<file path="config.mk">
export PLATFORM = sky130hd
export DESIGN_NAME = div_unit
export DESIGN_NICKNAME = d
export VERILOG_FILES = /design/src/rtl/div_unit.sv
export SDC_FILE = /design/constraint.sdc
export NUM_CORES = 1
export LEC_CHECK = 0
export CELL_PAD_IN_SITES_DETAIL_PLACEMENT = 1
export CELL_PAD_IN_SITES_GLOBAL_PLACEMENT = 1
export CORE_MARGIN = 2
export CORE_UTILIZATION = 45
export DETAILED_ROUTE_END_ITERATION = 8
export PLACE_DENSITY = 0.88
export SYNTH_ARGS = -nofsm -noshare
export SYNTH_HDL_FRONTEND = slang
export SYNTH_SLANG_ARGS = --single-unit
</file>
<file path="constraint.sdc">
create_clock -name clk -period 7 [get_ports clk]
set_input_delay 1.4 -clock clk [delete_from_list [all_inputs] [get_ports clk]]
set_output_delay 1.4 -clock clk [all_outputs]
set_load 0.005 [all_outputs]
</file>
<file path="src/rtl/div_unit.sv">
// div_unit: multi-cycle 32-bit restoring divider for DIV/DIVU.
// It produces one quotient bit per cycle and returns {remainder, quotient}.
// Optional feature macro: DIV_ZERO_FAST_EN. When defined, a zero divisor
// skips the iterations and returns 0 after a single BYZERO cycle.
module div_unit (
  input  logic        clk,
  input  logic        rst,
  input  logic        start,
  input  logic        signed_div,
  input  logic [31:0] opdata1,
  input  logic [31:0] opdata2,
  input  logic        annul,
  output logic [63:0] result,
  output logic        ready
);

  localparam int unsigned W    = 32;
  localparam int unsigned CW   = 6;
  localparam int unsigned WRKW = 2 * W + 1;

`ifdef DIV_ZERO_FAST_EN
  typedef enum logic [1:0] {S_IDLE = 2'd0, S_ON = 2'd1, S_END = 2'd2, S_BYZERO = 2'd3} state_t;
`else
  typedef enum logic [1:0] {S_IDLE = 2'd0, S_ON = 2'd1, S_END = 2'd2} state_t;
`endif

  state_t          state, state_nxt;
  logic [WRKW-1:0] work, work_nxt;
  logic [W-1:0]    divisor, divisor_nxt;
  logic [CW-1:0]   cnt, cnt_nxt;
  logic            neg_q, neg_q_nxt;
  logic            neg_r, neg_r_nxt;
  logic            ready_nxt;
  logic [2*W-1:0]  result_nxt;

  logic [W-1:0]    abs1, abs2;
  logic [WRKW:0]   shifted;
  logic [W+1:0]    diff;
  logic [W-1:0]    quot, rem;

  // Operand magnitudes, one shift/subtract step, and the sign fix-up terms.
  always_comb begin
    abs1    = (signed_div && opdata1[W-1]) ? (~opdata1 + 32'd1) : opdata1;
    abs2    = (signed_div && opdata2[W-1]) ? (~opdata2 + 32'd1) : opdata2;
    shifted = {work, 1'b0};
    diff    = shifted[WRKW:W] - {2'b00, divisor};
    quot    = work[W-1:0];
    rem     = work[2*W-1:W];
  end

  // State, datapath and output registers.
  always_ff @(posedge clk) begin
    if (rst) begin
      state   <= S_IDLE;
      work    <= '0;
      divisor <= '0;
      cnt     <= '0;
      neg_q   <= 1'b0;
      neg_r   <= 1'b0;
      ready   <= 1'b0;
      result  <= '0;
    end else begin
      state   <= state_nxt;
      work    <= work_nxt;
      divisor <= divisor_nxt;
      cnt     <= cnt_nxt;
      neg_q   <= neg_q_nxt;
      neg_r   <= neg_r_nxt;
      ready   <= ready_nxt;
      result  <= result_nxt;
    end
  end

  // Next-state selection. A flush always wins.
  always_comb begin
    state_nxt = state;
    if (annul) begin
      state_nxt = S_IDLE;
    end else begin
      case (state)
        S_IDLE: begin
          if (start) begin
`ifdef DIV_ZERO_FAST_EN
            state_nxt = (opdata2 == '0) ? S_BYZERO : S_ON;
`else
            state_nxt = S_ON;
`endif
          end
        end
`ifdef DIV_ZERO_FAST_EN
        S_BYZERO: state_nxt = S_END;
`endif
        S_ON:     if (cnt == CW'(W)) state_nxt = S_END;
        S_END:    if (!start) state_nxt = S_IDLE;
        default:  state_nxt = S_IDLE;
      endcase
    end
  end

  // Datapath updates and next values of the registered outputs.
  always_comb begin
    work_nxt    = work;
    divisor_nxt = divisor;
    cnt_nxt     = cnt;
    neg_q_nxt   = neg_q;
    neg_r_nxt   = neg_r;
    ready_nxt   = ready;
    result_nxt  = result;
    if (annul) begin
      ready_nxt  = 1'b0;
      result_nxt = '0;
    end else begin
      case (state)
        S_IDLE: begin
          ready_nxt  = 1'b0;
          result_nxt = '0;
          if (start) begin
            work_nxt    = {{(W+1){1'b0}}, abs1};
            divisor_nxt = abs2;
            cnt_nxt     = '0;
            neg_q_nxt   = signed_div && (opdata1[W-1] ^ opdata2[W-1]);
            neg_r_nxt   = signed_div && opdata1[W-1];
          end
        end
`ifdef DIV_ZERO_FAST_EN
        S_BYZERO: begin
          ready_nxt  = 1'b1;
          result_nxt = '0;
        end
`endif
        S_ON: begin
          if (cnt == CW'(W)) begin
            ready_nxt  = 1'b1;
            result_nxt = {(neg_r ? (~rem + 32'd1) : rem),
                          (neg_q ? (~quot + 32'd1) : quot)};
          end else begin
            // Keep the difference when non-negative, otherwise restore.
            if (!diff[W+1]) begin
              work_nxt = {diff[W:0], shifted[W-1:1], 1'b1};
            end else begin
              work_nxt = shifted[WRKW-1:0];
            end
            cnt_nxt = cnt + CW'(1);
          end
        end
        S_END: begin
          if (!start) begin
            ready_nxt  = 1'b0;
            result_nxt = '0;
          end
        end
        default: begin
          ready_nxt  = 1'b0;
          result_nxt = '0;
        end
      endcase
    end
  end

endmodule

</file>
[Word-level counts from Yosys, hierarchy flattened]
Cells that the tools add are included.
Storage, ports and cells
  bits in writable memories: 0
  output and inout port bits: 65
  bits in latches: 0
  word-level logic and storage cells: 58
  input port bits: 69
  memory bits (read-only): 0
  flip-flop bits (word level): 172
  memories kept: 0
Operators by class
  mux-type cells: 21
  $add $sub $neg: 6
  eq/ne operators: 7
  multipliers: 0
  shifts and indexed selects: 0
  div/mod/pow operators: 0
  reductions and logical operators: 10
  bitwise operators: 6
  $lt $le $gt $ge: 0
Operators by type and width (count)
  2-to-1 mux 65 bit: 3
  one-hot mux 65 bit (2 select lines): 1
  adder 32 x 1 -> 32 bit, second input constant: 4
  2-to-1 mux 32 bit: 4
  2-to-1 mux 64 bit: 2
  inverter 32 bit: 4
  one-hot mux 64 bit (2 select lines): 1
  subtractor 34 x 32 -> 34 bit: 1
  2-to-1 mux 6 bit: 2
  one-hot mux 6 bit (2 select lines): 1
  inequality test 2 bit, second input constant: 4
  adder 6 x 1 -> 6 bit, second input constant: 1
  == test 6 bit, second input constant: 1
  2-to-1 mux 2 bit: 3
  one-hot mux 2 bit (3 select lines): 1
  AND reduction 3 bit: 2
  AND reduction 4 bit: 1
  logical AND 1 bit: 3
  == test 2 x 1 -> 1 bit, second input constant: 1
  == test 2 bit, second input constant: 1
  zero test 2 bit: 1
  2-to-1 mux 1 bit: 2
  one-hot mux 1 bit (2 select lines): 1
  AND reduction 2 bit: 1
  4 further kinds: 4

[Longest topological paths before layout]
  depth in word-level cells: 5
  gate-level depth with buffers: 13

[Worst setup path before layout]
No wires, ideal clock.
  path type: in2reg
  from: in opdata2[8]
  to: reg divisor[24]
  cell stages on the path: 8
  data arrival time: 3575 ps
  slack: 3339 ps
  library setup time: 86 ps
  required time: 6914 ps
  path buffers: 0
  cell sequence: or4_1 > or3_1 > or3_1 > nor4_1 > nand2_1 > o21ai_0 > xor2_1 > a211oi_1
On the way
  cells in the longest elaborated chain, start to end: 3
RTL lines
  from (decl): line 11  | input logic [31:0] opdata2,
  inverter 32 bit: line 44  | abs2 = (signed_div && opdata2[W-1]) ? (~opdata2 + 32'd1) : opdata2;
  adder 32 x 1 -> 32 bit: line 44
  2-to-1 mux 32 bit: line 44
  to (signal assigned): line 65  | divisor <= divisor_nxt;
  to (decl): line 29  | logic [W-1:0] divisor, divisor_nxt;
Every way passes these cells.
A chain may end at the register's enable or synchronous reset.

[Worst setup path in the final report]
  from: in opdata2[8]
  to: reg divisor[29]
Same word-level chain as after synthesis.

==> out/metrics.csv <==
metric,value,unit
outcome,finished clean,
p_leak,0.00473,uW
grt_pass1_wl,56.7,mm
die_area,0.0252,sq mm
crit_start,opdata2[8],
core,0.0235,sq mm
clkLatencyLatePin,0.44,ns
crit_buf_inv,1,
async_reset_ff_share,0,%
initial_core_util,45.9,%
clkSlewWorstSetupHoldPaths,0.07,ns
cp.arrival,4.44,ns
grt.overflow.total,0,
cts_sinks,172,
relSlewSlack,21.2,%
grt_antenna_before_repair,0,
cp_max_fo,6,
worst_pin_slew,1.18,ns
r2r_start,work[34],
hpwl,25.6,mm
yosysWarnings,0,
worstPathRequired,7.34,ns
max_freq,0.244,GHz
hold_path_class,flop to flop,
syn_inst,1393,
num_rows,56,
die_h,159,um
totalWireLength,34.7,mm
slowest_stage,nor3_1,
insertedDiodeCount,0,
cts_tree,yes,
ctsResizeCount,0,
hold_viol,0,
ys_seq_area_share,31.9,%
ir_worst_vdd,0.168,mV
slew_viol_final,0,
path_cells,"clkdlybuf4s50_1, or4_1, or3_1, nor3_1, and3_1, nand2_1, o21ai_0, xor2_1, a211oi_1",
hp-start,result[55],
ys_dominant_reg_cell,dfxtp_1,
fin_cells,1809,
num_vias,10800,
synth.most_common_cell,dfxtp_1,
synthTopCellsByArea,"dfxtp_1 (32%), xnor2_1 (6.7%), o21ai_0 (6.1%)",
die_x,159,um
fin_skew,0.0118,ns
grt_pass1_vias,10800,
power_density,195,mW/mm^2
avgSynthCellArea,7.75,sq um
synth_seq_cells,172,
area_growth,20.1,%
start_kind,input pin,
max-cap-violations,0,
syn-num-nets,1501,
clockRootBuffer,clkbuf_16,
antenna_left,0,
postCtsHoldBufs,0,
setup_viol,0,
cts_buffers,17,
htreeDepth,4,
nNetsFinal,1585,
vias_per_cell,5.98,
period_share,58.5,%
dr.first_iter.drc_count,696,
routedWlPerCell,19.2,um
end_kind,flop,
grt_max_degree,71,
netlist_area,0.0108,sq mm
yosys.area.top_type,dfxtp_1,
grt_usage,27.1,%
path_delay_family,simple AND/OR/NAND/NOR gates,
synth_common_cells,"dfxtp_1 (172), nor2_1 (148), nand2_1 (138)",
period_minus_slack,4.09,ns
dp.cells,1777,
drc,0,
firstDrtPassIters,5,
cts_max_path_buffers,2,
synth_top_area_share,31.9,%
pre_cts_slack,2.50,ns
ys_types,61,
io_buffers,133,
setup_tns,0,ns
layout_setup_ws,2.91,ns
gp_congestion,0.904,
rsz0062_at_grt,false,
drive_above_1_share,4.16,%
critPathKind,input pin to flop,
power.total,2520,uW
io_pins,134,
cpPeakStageDelay,0.60,ns
fillerInstances,2896,
cts_setup_buffers,0,
synth_edf_count,0,
==> metal layers <==
| metal | track usage (%) | wire length (um) | up-vias |
|---|---|---|---|
| li1 | - | - | 5198 |
| met1 | 39.1 | 16700 | 5233 |
| met2 | 42.0 | 15100 | 334 |
| met3 | 4.00 | 2320 | 48 |
| met4 | 7.23 | 642 | 0 |
| met5 | 0 | 0 | - |
==> final timing paths <==
kind / endpoint / slack (ns) / cells past startpoint
hold / removal: result[55] / 0.46 / 2
setup / recovery: divisor[29] / 2.91 / 9
setup reg to reg: work[64] / 3.02 / 9
hold reg to reg: result[55] / 0.46 / 2
==> tightest hold or removal path, delay by kind of cell, from the launching register on <==
kind / cells / cell delay [ns]
flip-flops: 1 / 0.33
AND/OR/NAND/NOR: 1 / 0.04
AO/OA/AOI/OAI: 1 / 0.05
==> logic make-up (layout without fill, tap and decap cells) <==
logic type	after synthesis	in the layout	synth area share, %
fa+ha+maj	39	39	4.59
flops	172	172	31.9
compound gates	431	431	25.7
buf+inv	133	230	4.67
mux	20	20	1.85
simple gates	454	454	19.6
xor+xnor	144	144	11.7
==> state kept, by name, summed over array words and instances (netlist names) <==
register,flops
cnt,6
divisor,32
neg_q,1
neg_r,1
ready,1
result,64
state,2
work,65
==> report_power, final <==
part	switching [uW]	leakage (uW)	internal (uW)	total [uW]
registers	37.9	0.00140	1010	1040
clock network	460	0.000302	579	1040
logic	263	0.00303	177	440
==> cell usage in the layout (no fill, tap or decap), drive strengths merged, types with 9 or more instances in the layout <==
cell type        n
a32oi            9
or4             10
and3            10
a31oi           12
mux2i           20
nor2           148
dfxtp          172
and2             9
nand2          138
or3             19
a22oi           33
nor4             9
nor3            34
clkdlybuf4s50  132
o21ai          133
buf             13
xor2            62
nand4           12
nand2b          12
a21oi           84
ha              38
o31ai           27
a211oi          48
clkbuf          18
o41ai           11
o211ai          12
nand3           28
inv             60
xnor2           82
a21o            17
==> per-stage QoR <==
| step | util, % | hold WS (ns) | cell area (sq um) |
|---|---|---|---|
| after floorplan | - | 0.432 | 10800 |
| after global placement | 52.4 | 0.435 | 12300 |
| after detailed placement | 52.4 | 0.445 | 12300 |
| after CTS | 55.1 | 0.463 | 13000 |
| after global routing | 55.1 | 0.484 | 13000 |
| final | 55.1 | 0.456 | 13000 |
==> final cells by class <==
| type | count | area, sq um | share of cell area [%] |
|---|---|---|---|
| multi-input combinational | 1088 | 6880 | 53.0 |
| sequential | 172 | 3440 | 26.6 |
| timing repair buffer | 145 | 1420 | 10.9 |
| clock buffer | 18 | 429 | 3.31 |
| tap | 319 | 399 | 3.08 |
| clock inverter | 14 | 201 | 1.55 |
| inverter | 53 | 199 | 1.53 |
No activity file was read; power rests on OpenSTA's default activity.
